$ cat config.mk
export PLATFORM = sky130hd
export DESIGN_NAME = mod_counter_ctrl_flat
export DESIGN_NICKNAME = d
export VERILOG_FILES = /design/src/rtl/mod_ctrl_pkg.sv /design/src/rtl/mod_counter_ctrl_if.sv /design/src/rtl/mod_counter_core.sv /design/src/rtl/mod_counter_ctrl.sv /design/src/flat_wrapper.sv
export SDC_FILE = /design/constraint.sdc
export NUM_CORES = 1
export LEC_CHECK = 0
export BUFFER_PORTS_ARGS = -buffer_cell sky130_fd_sc_hd__buf_2
export CORE_MARGIN = 5
export CORE_UTILIZATION = 30
export DETAILED_ROUTE_END_ITERATION = 6
export PLACE_DENSITY = 0.58
export SETUP_SLACK_MARGIN = 0.15
export SYNTH_ARGS = -nofsm -noshare
export SYNTH_HDL_FRONTEND = slang
export SYNTH_SLANG_ARGS = --single-unit
$ cat constraint.sdc
create_clock -name clock -period 2.45 [get_ports clock]
set_input_delay 0.3675 -clock clock [delete_from_list [all_inputs] [get_ports clock]]
set_output_delay 0.3675 -clock clock [all_outputs]
set_load 0.1 [all_outputs]
$ cat src/rtl/mod_ctrl_pkg.sv
// Shared types and constants for the modulo-M counter sequencing controller.
// Latency: n/a (declarations only).
// Backpressure: n/a.
package mod_ctrl_pkg;

  // Controller sequencing states.
  typedef enum logic [1:0] {
    IDLE = 2'd0,
    RUN  = 2'd1,
    DONE = 2'd2
  } ctrlState_t;

  // Smallest modulus that still produces a periodic wrap; smaller requests are raised to this.
  localparam int MIN_MOD = 2;

endpackage

$ cat src/rtl/mod_counter_ctrl_if.sv
// Config offer/accept bundle carrying the modulus and event count for the next run.
// Latency: n/a (wires only).
// Backpressure: cfg_ready from the controller gates acceptance of cfg_valid.
// Ports (master drives): cfg_valid, cfg_modulus, cfg_count; (slave drives): cfg_ready.
interface mod_counter_ctrl_if #(
  parameter int WIDTH     = 3,
  parameter int CNT_WIDTH = 8
);
  logic                 cfg_valid;
  logic                 cfg_ready;
  logic [WIDTH-1:0]     cfg_modulus;
  logic [CNT_WIDTH-1:0] cfg_count;

  modport master (
    output cfg_valid,
    output cfg_modulus,
    output cfg_count,
    input  cfg_ready
  );

  modport slave (
    input  cfg_valid,
    input  cfg_modulus,
    input  cfg_count,
    output cfg_ready
  );
endinterface

$ cat src/rtl/mod_counter_core.sv
// WIDTH-bit counter that wraps to 0 after reaching modulus-1, with sync clear and enable.
// Latency: count updates one cycle after en; wrap is a same-cycle decode of the current count.
// Backpressure: none; clr has priority over en.
// Ports: clock, reset (sync, active-low), clr, en, modulus in; count (registered), wrap out.
module mod_counter_core #(
  parameter int WIDTH = 3
) (
  input  logic             clock,
  input  logic             reset,
  input  logic             clr,
  input  logic             en,
  input  logic [WIDTH-1:0] modulus,
  output logic [WIDTH-1:0] count,
  output logic             wrap
);

  // Compare against modulus-1 only, so the counter never relies on 2**WIDTH rollover.
  assign wrap = en && (count == (modulus - WIDTH'(1)));

  always_ff @(posedge clock) begin
    if (!reset || clr) begin
      count <= '0;
    end else if (en) begin
      count <= wrap ? '0 : count + WIDTH'(1);
    end
  end

endmodule

$ cat src/rtl/mod_counter_ctrl.sv
// Sequencing controller for a modulo-M counter: config, start/stop, tick per wrap, stop after N ticks.
// Latency: first tick M cycles after the start edge, then one every M cycles; all outputs registered.
// Backpressure: cfg_ready is high only in IDLE or DONE; config offered during RUN is held off.
// Ports: clock, reset (sync, active-low), cfg (slave modport), start, stop in;
//        busy, tick, done, state_out, events_left, div_out out.
// Build option: define MOD_CTRL_TOGGLE_EN to build the div_out toggle flop; otherwise div_out is 0.
module mod_counter_ctrl
  import mod_ctrl_pkg::*;
#(
  parameter int WIDTH       = 3,
  parameter int CNT_WIDTH   = 8,
  parameter int DEFAULT_MOD = 6
) (
  input  logic                 clock,
  input  logic                 reset,
  mod_counter_ctrl_if.slave    cfg,
  input  logic                 start,
  input  logic                 stop,
  output logic                 busy,
  output logic                 tick,
  output logic                 done,
  output logic [WIDTH-1:0]     state_out,
  output logic [CNT_WIDTH-1:0] events_left,
  output logic                 div_out
);

  ctrlState_t           fsm;
  logic [WIDTH-1:0]     modQ;
  logic [CNT_WIDTH-1:0] countQ;
  logic                 cfgAccept;
  logic [WIDTH-1:0]     modIn;
  logic [CNT_WIDTH-1:0] runCount;
  logic                 coreClr;
  logic                 coreEn;
  logic                 wrap;

  assign cfg.cfg_ready = (fsm == IDLE) || (fsm == DONE);
  assign cfgAccept     = cfg.cfg_valid && cfg.cfg_ready;

  // Moduli below the minimum would never produce a periodic wrap.
  assign modIn = (cfg.cfg_modulus < WIDTH'(MIN_MOD)) ? WIDTH'(MIN_MOD) : cfg.cfg_modulus;

  // A config accepted on the start edge applies to the run that begins on that edge.
  assign runCount = cfgAccept ? cfg.cfg_count : countQ;

  // Counter restarts from 0 on run entry and on abort; it only advances while running.
  assign coreClr = ((fsm != RUN) && start) || ((fsm == RUN) && stop);
  assign coreEn  = (fsm == RUN);

  mod_counter_core #(
    .WIDTH(WIDTH)
  ) uCore (
    .clock   (clock),
    .reset   (reset),
    .clr     (coreClr),
    .en      (coreEn),
    .modulus (modQ),
    .count   (state_out),
    .wrap    (wrap)
  );

  always_ff @(posedge clock) begin
    if (!reset) begin
      fsm         <= IDLE;
      modQ        <= WIDTH'(DEFAULT_MOD);
      countQ      <= '0;
      events_left <= '0;
      tick        <= 1'b0;
      done        <= 1'b0;
      busy        <= 1'b0;
    end else begin
      tick <= 1'b0;
      if (cfgAccept) begin
        modQ   <= modIn;
        countQ <= cfg.cfg_count;
      end
      case (fsm)
        IDLE, DONE: begin
          // start wins over stop here; stop has no meaning outside RUN.
          if (start) begin
            fsm         <= RUN;
            events_left <= runCount;
            done        <= 1'b0;
            busy        <= 1'b1;
          end
        end
        RUN: begin
          if (stop) begin
            // Abort beats a coincident final wrap: no tick, no DONE.
            fsm  <= IDLE;
            busy <= 1'b0;
            done <= 1'b0;
          end else if (wrap) begin
            tick <= 1'b1;
            // countQ is frozen during RUN, so it still holds this run's N; 0 means free-run.
            if (countQ != '0) begin
              events_left <= events_left - CNT_WIDTH'(1);
              if (events_left == CNT_WIDTH'(1)) begin
                fsm  <= DONE;
                busy <= 1'b0;
                done <= 1'b1;
              end
            end
          end
        end
        default: begin
          fsm  <= IDLE;
          busy <= 1'b0;
          done <= 1'b0;
        end
      endcase
    end
  end

`ifdef MOD_CTRL_TOGGLE_EN
  logic divQ;

  // Toggles on each wrap in RUN (period 2M); cleared on abort to IDLE, held in DONE.
  always_ff @(posedge clock) begin
    if (!reset) begin
      divQ <= 1'b0;
    end else if (fsm == RUN) begin
      if (stop) begin
        divQ <= 1'b0;
      end else if (wrap) begin
        divQ <= ~divQ;
      end
    end
  end

  assign div_out = divQ;
`else
  assign div_out = 1'b0;
`endif

endmodule

$ cat src/flat_wrapper.sv
// flat-port wrapper written by rule: the top's interface ports become plain ports
module mod_counter_ctrl_flat import mod_ctrl_pkg::*;
#(
  parameter int WIDTH       = 3,
  parameter int CNT_WIDTH   = 8,
  parameter int DEFAULT_MOD = 6
)
  (clock, reset, start, stop, busy, tick, done, state_out, events_left, div_out, cfg_cfg_valid, cfg_cfg_modulus, cfg_cfg_count, cfg_cfg_ready);
  mod_counter_ctrl_if #(.WIDTH(WIDTH), .CNT_WIDTH(CNT_WIDTH)) cfg_i ();
  input  logic clock;
  input  logic reset;
  input  logic start;
  input  logic stop;
  output logic busy;
  output logic tick;
  output logic done;
  output logic [WIDTH-1:0] state_out;
  output logic [CNT_WIDTH-1:0] events_left;
  output logic div_out;
  input wire logic [$bits(cfg_i.cfg_valid)-1:0] cfg_cfg_valid;
  input wire logic [$bits(cfg_i.cfg_modulus)-1:0] cfg_cfg_modulus;
  input wire logic [$bits(cfg_i.cfg_count)-1:0] cfg_cfg_count;
  output wire logic [$bits(cfg_i.cfg_ready)-1:0] cfg_cfg_ready;
  assign cfg_i.cfg_valid = cfg_cfg_valid;
  assign cfg_i.cfg_modulus = cfg_cfg_modulus;
  assign cfg_i.cfg_count = cfg_cfg_count;
  assign cfg_cfg_ready = cfg_i.cfg_ready;
  mod_counter_ctrl #(.WIDTH(WIDTH), .CNT_WIDTH(CNT_WIDTH), .DEFAULT_MOD(DEFAULT_MOD)) u_core (.clock(clock), .reset(reset), .cfg(cfg_i), .start(start), .stop(stop), .busy(busy), .tick(tick), .done(done), .state_out(state_out), .events_left(events_left), .div_out(div_out));
endmodule
# Word level (Yosys, flattened, before mapping)

Index checks and enable logic that the tools add are counted.

Logic and storage cells: 68
Output and inout bits: 16
Bits in registers: 27
Input port bits: 16

Multiplexer cells: 27
$lt $le $gt $ge: 1
Bitwise logic cells: 2
Eq/ne operators: 12
Add/subtract/negate cells: 3
Reductions and logical operators: 15

Operators with widths:

| cell                  | number |
|---|---|
| $mux W8               | 5 |
| $pmux W8 S2           | 1 |
| $mux W1               | 11 |
| $mux W2               | 5 |
| $ne A3 B2 Y1 const B  | 3 |
| $eq A8 B1 Y1 const B  | 1 |
| $reduce_bool A8 Y1    | 1 |
| $sub A8 B1 Y8 const B | 1 |
| $mux W3               | 2 |
| $ne A2 B1 Y1 const B  | 3 |
| $reduce_and A5 Y1     | 1 |
| $logic_and A1 B1 Y1   | 4 |
| $ne A2 B2 Y1 const B  | 2 |
| $pmux W1 S2           | 2 |
| $pmux W2 S2           | 1 |
| $reduce_and A4 Y1     | 1 |
| $add A3 B1 Y3 const B | 1 |
| $eq A3 B3 Y1          | 1 |
| $logic_or A1 B1 Y1    | 3 |
| $lt A3 B2 Y1 const B  | 1 |
| $reduce_or A3 Y1      | 1 |
| $sub A3 B1 Y3 const B | 1 |
| $eq A2 B1 Y1 const B  | 1 |
| $eq A2 B2 Y1 const B  | 1 |
| other kinds (5)       | 6 |

# Depth between registers and ports, before layout

Depth in word-level cells: 6
Gate-level depth with buffers: 8
Gate-level depth less buffers: 7

# Cells and area by module

Synthesis repeated with hierarchy kept, for this count alone.

Cell total of the unflattened synthesis: 161
Area total of the unflattened synthesis: 1,388.8 um^2

By module, submodules not included:

| module           | cells an instance | area an instance (um^2) | times used |
|---|---|---|---|
| mod_counter_ctrl | 142               | 1,177.4                 | 1 |
| mod_counter_core | 19                | 211.5                   | 1 |

# Worst setup path after synthesis

Ideal clock, no wire load.

Path kind: register to register
Start point: register u_core.uCore.count[2]
End point: register u_core.events_left[6]
Setup time: 0.120 ns
Clock period less this slack: 2.551 ns
Data required time: 2.330 ns
Arrival time: 2.431 ns
Path slack: -0.101 ns
Buffers on the path: 1
Cell stages (with the launch flop): 6
Cell sequence: dfxtp_1 xor3_1 nor3_4 o22ai_1 buf_2 o221a_2

Word-level cells in the longest chain between the ends: 4

RTL lines:

| what                               | line                   | RTL |
|---|---|---|
| start, declared                    | mod_counter_core.sv:13 | `output logic [WIDTH-1:0] count,` |
| start signal, assigned             | mod_counter_core.sv:24 | `count <= wrap ? '0 : count + WIDTH'(1);` |
| $eq A3 B3 Y1                       | mod_counter_core.sv:18 | `assign wrap = en && (count == (modulus - WIDTH'(1)));` |
| $logic_and A1 B1 Y1                | mod_counter_core.sv:18 |  |
| $ne A2 B1 Y1 (no source line)      | n/a                    |  |
| $reduce_and A5 Y1 (no source line) | n/a                    |  |
| end signal, assigned               | mod_counter_ctrl.sv:82 | `events_left <= runCount;` |
| end signal, assigned               | mod_counter_ctrl.sv:97 | `events_left <= events_left - CNT_WIDTH'(1);` |
| end, declared                      | mod_counter_ctrl.sv:23 | `output logic [CNT_WIDTH-1:0] events_left,` |

No other way between the ends.
A chain may end at the register's enable or synchronous reset.

# Worst setup path after layout

Start point: register u_core.events_left[2]
End point: register u_core.fsm[1]

Word-level cells in the longest chain between the ends: 3

RTL lines:

| what                               | line                    | RTL |
|---|---|---|
| $eq A8 B1 Y1                       | mod_counter_ctrl.sv:98  | `if (events_left == CNT_WIDTH'(1)) begin` |
| $ne A3 B2 Y1 (no source line)      | n/a                     |  |
| $reduce_and A4 Y1 (no source line) | n/a                     |  |
| end signal, assigned               | mod_counter_ctrl.sv:90  | `fsm <= IDLE;` |
| end signal, assigned               | mod_counter_ctrl.sv:99  | `fsm <= DONE;` |
| end signal, assigned               | mod_counter_ctrl.sv:107 | `fsm <= IDLE;` |
| end, declared                      | mod_counter_ctrl.sv:27  | `ctrlState_t fsm;` |

No other way between the ends.

==> metrics.cfg <==
[cells_and_area]
drive_gt1_share_pct=23.7
syn2layout_area_growth_pct=16.4
final_area_um2=1640
nets=211
final.fill_count=493
finalNonFillerCells=242
diodes=0

[timing]
skew_ps=1.73
fin_crit_ps=1900
tns_ps=0
worst_slack_ps=550
relSlewSlack_pct=62.7
max_freq_mhz=526
period_share_pct=77.5
rsz0062_at_grt=no
slew_viol_final=0
hold_viol_final=0
setup_violations=0
worst_pin_slew_ps=559

[critical_path]
crit_path_cell_trace=or4_4, nor4b_2, nand3_1, or3_1, a21boi_1
crit_type=reg -> reg
endpoint_kind=flop
max_stage_delay_ps=580
cp_slowest_cell=or4_4
critPathLaunchType=flop
critPathBufInv=0
arrival_ps=2110
required_ps=2660
crit_fanout=9
reg2reg_slack_ps=550
critPathTopFamily=simple AND/OR/NAND/NOR gates

[grt]
grt.overflow.total=0
grt_max_degree=29
grt_usage_pct=11.5
antenna_found_initial=0
grt_pass1_vias=1182
grt_first_pass_wirelength_um=5640

[drt]
drc=0
wl_per_cell_um=13.6
drt-pass1-iter-count=4
wl_um=3290
via_per_inst=4.98
vias=1206
drtAntennaViolNets=0
drt_iter0_drc=61

[cts]
clkTransAtPathRegs_ps=90
clock_path_buffers=2
cts.sinks=27
clock_latency_ps=270
root_buffer=clkbuf_8
postCtsHoldBufs=0
cts_tree=built
htree_levels=1
post_cts_buffers=0
cts_made_buffers=3
post_cts_resized=0

[run]
maxCapViolCount=0

[power]
ir_worst_vdd_uv=269
clkPwrFrac_pct=23.5
power_leakage_uw=0.000715
internal-power_uw=679
p_comb_share_pct=30.3
power.density_nw_per_um2=659
p_switching_uw=399
p_seq_share_pct=46.1
switching_share_pct=37.0
p_total_uw=1080

[placed_design]
dp_cells=238
dp.final_hpwl_um=2520
gp_congestion=0.788
placed_area_um2=1590
dp_slack_ps=572
io_buffers=30

[synth]
syn_area_um2=1410
synth_cell_type_count=37
synth_top_family_by_area=simple AND/OR/NAND/NOR gates
synthAdderAreaFrac_pct=3.56
yosys.area_share.simple_pct=22.8
netlist_instances=164
synth_nets=184
synth_ff_type=dfxtp_1
synth_compound_area_share_pct=19.5
seq_area_frac_synth_pct=38.5
synth_mux_area_share_pct=7.21
syn_area_per_cell_um2=8.57
yosys_warnings=0
synth_seq_cells=27
synthArstFlopShare_pct=0
synth_edf_count=0
synth-xor-area-share_pct=2.94

[die]
core_um2=4440
dieWidth_um=78.4
dieArea_um2=6150
die_y_um=78.4
pin_count=32
fp-row-count=24
initial_utilization_pct=31.6

[outcome]
status=finished clean

[hold_path]
min_path_type=in -> reg

[worst reg2reg max path, stage by stage, from the launching register on]
cell      delay [ps]
dfxtp_2          380
or4_4            580
nor4b_2          260
nand3_1          140
or3_1            330
a21boi_1         140
[cells in the final DEF (no fill, tap or decap), types with 2 or more instances in the layout]
cell type   n
nand2b_1    2
a21boi_0    5
nor2b_1    11
nor4_1      4
nand3_1     2
o221a_2     3
o211ai_1    4
clkbuf_8    3
buf_2      30
nor2_1     15
dfxtp_2     2
nor3_1      2
mux2i_1     9
o21ai_0    10
inv_1       5
ha_1        4
xnor2_1     2
nand2_1    18
o22ai_1     4
dfxtp_1    25
a21oi_1    10
a211oi_1    2
buf_4       3
[cell usage after synthesis, drive strengths merged (2+ instances only)]
| cell | n | share of area (%) |
|---|---|---|
| inv | 5 | 1.3 |
| nor3 | 3 | 1.9 |
| clkbuf | 7 | 1.9 |
| xnor2 | 2 | 1.2 |
| ha | 4 | 3.6 |
| nand3 | 2 | 0.71 |
| o211ai | 4 | 2.1 |
| mux2i | 9 | 6.4 |
| a211oi | 2 | 1.1 |
| o21ai | 10 | 3.6 |
| dfxtp | 27 | 38 |
| buf | 4 | 2.0 |
| nor2 | 15 | 4.0 |
| nor4 | 4 | 1.8 |
| nand2 | 18 | 4.8 |
| nand2b | 2 | 0.89 |
| a21oi | 10 | 3.6 |
| nor2b | 11 | 4.9 |
| o221a | 3 | 2.4 |
| a21boi | 6 | 3.2 |
| o22ai | 4 | 1.8 |
[per-layer routing]
layer	vias up	global-route usage [%]	part of all wire (%)
met5	-	0	0
met4	0	2.10	0.58
met3	2	3.89	4.6
met2	20	18.5	46
met1	557	15.0	48
li1	627	-	-
[path summary, 6_finish.rpt]
check | startpoint | end | cells past startpoint
setup / recovery | u_core.events_left[2]$_SDFFE_PN0P_ | u_core.fsm[1]$_SDFFE_PN0P_ | 5
hold / removal | cfg_cfg_modulus[2] | u_core.modQ[2]$_SDFFE_PN1N_ | 3
setup reg to reg | u_core.events_left[2]$_SDFFE_PN0P_ | u_core.fsm[1]$_SDFFE_PN0P_ | 5
hold reg to reg | u_core.uCore.count[2]$_SDFFE_PP0N_ | u_core.uCore.count[2]$_SDFFE_PP0N_ | 2
[logic make-up (layout without fill, tap and decap cells)]
family	count (synthesis)	count (layout)
buffers and inverters	16	42
xor gates and xnor gates	3	3
AOI/OAI and AO/OA	42	42
and+or+nand+nor	61	61
DFF	27	27
muxes	10	10
adders and majority gates	4	4
other	1	1
[final cells by class]
| class | count | area (µm²) | share of cell area [%] |
|---|---|---|---|
| timing repair buffer | 33 | 173 | 10.6 |
| tap | 52 | 65.1 | 3.98 |
| inverter | 5 | 18.8 | 1.15 |
| sequential | 27 | 543 | 33.2 |
| clock buffer | 4 | 45.0 | 2.75 |
| multi-input combinational | 121 | 791 | 48.4 |
[metrics by stage]
step | hold WS (ps) | utilization (%)
6_report | 329 | 36.8
5_1_grt | 342 | 36.8
4_1_cts | 322 | 36.8
3_5_place_dp | 465 | 35.8
3_3_place_gp | 461 | 35.8
2_1_floorplan | 452 | -
[sequential cells by signal (all words and copies together), names as in the netlist]
| register | flops |
|---|---|
| u_core.uCore.count | 3 |
| u_core.done | 1 |
| u_core.events_left | 8 |
| u_core.modQ | 3 |
| u_core.tick | 1 |
| u_core.countQ | 8 |
| u_core.busy | 1 |
| u_core.fsm | 2 |
[power groups by stage]
stage	registers, µW	logic (µW)	clock network (µW)
5_1_grt	503	357	290
6_report	497	327	254
3_3_place_gp	507	329	0
2_1_floorplan	603	169	0
3_5_place_dp	507	329	0
4_1_cts	497	331	268
(Power assumes the default switching activity.)
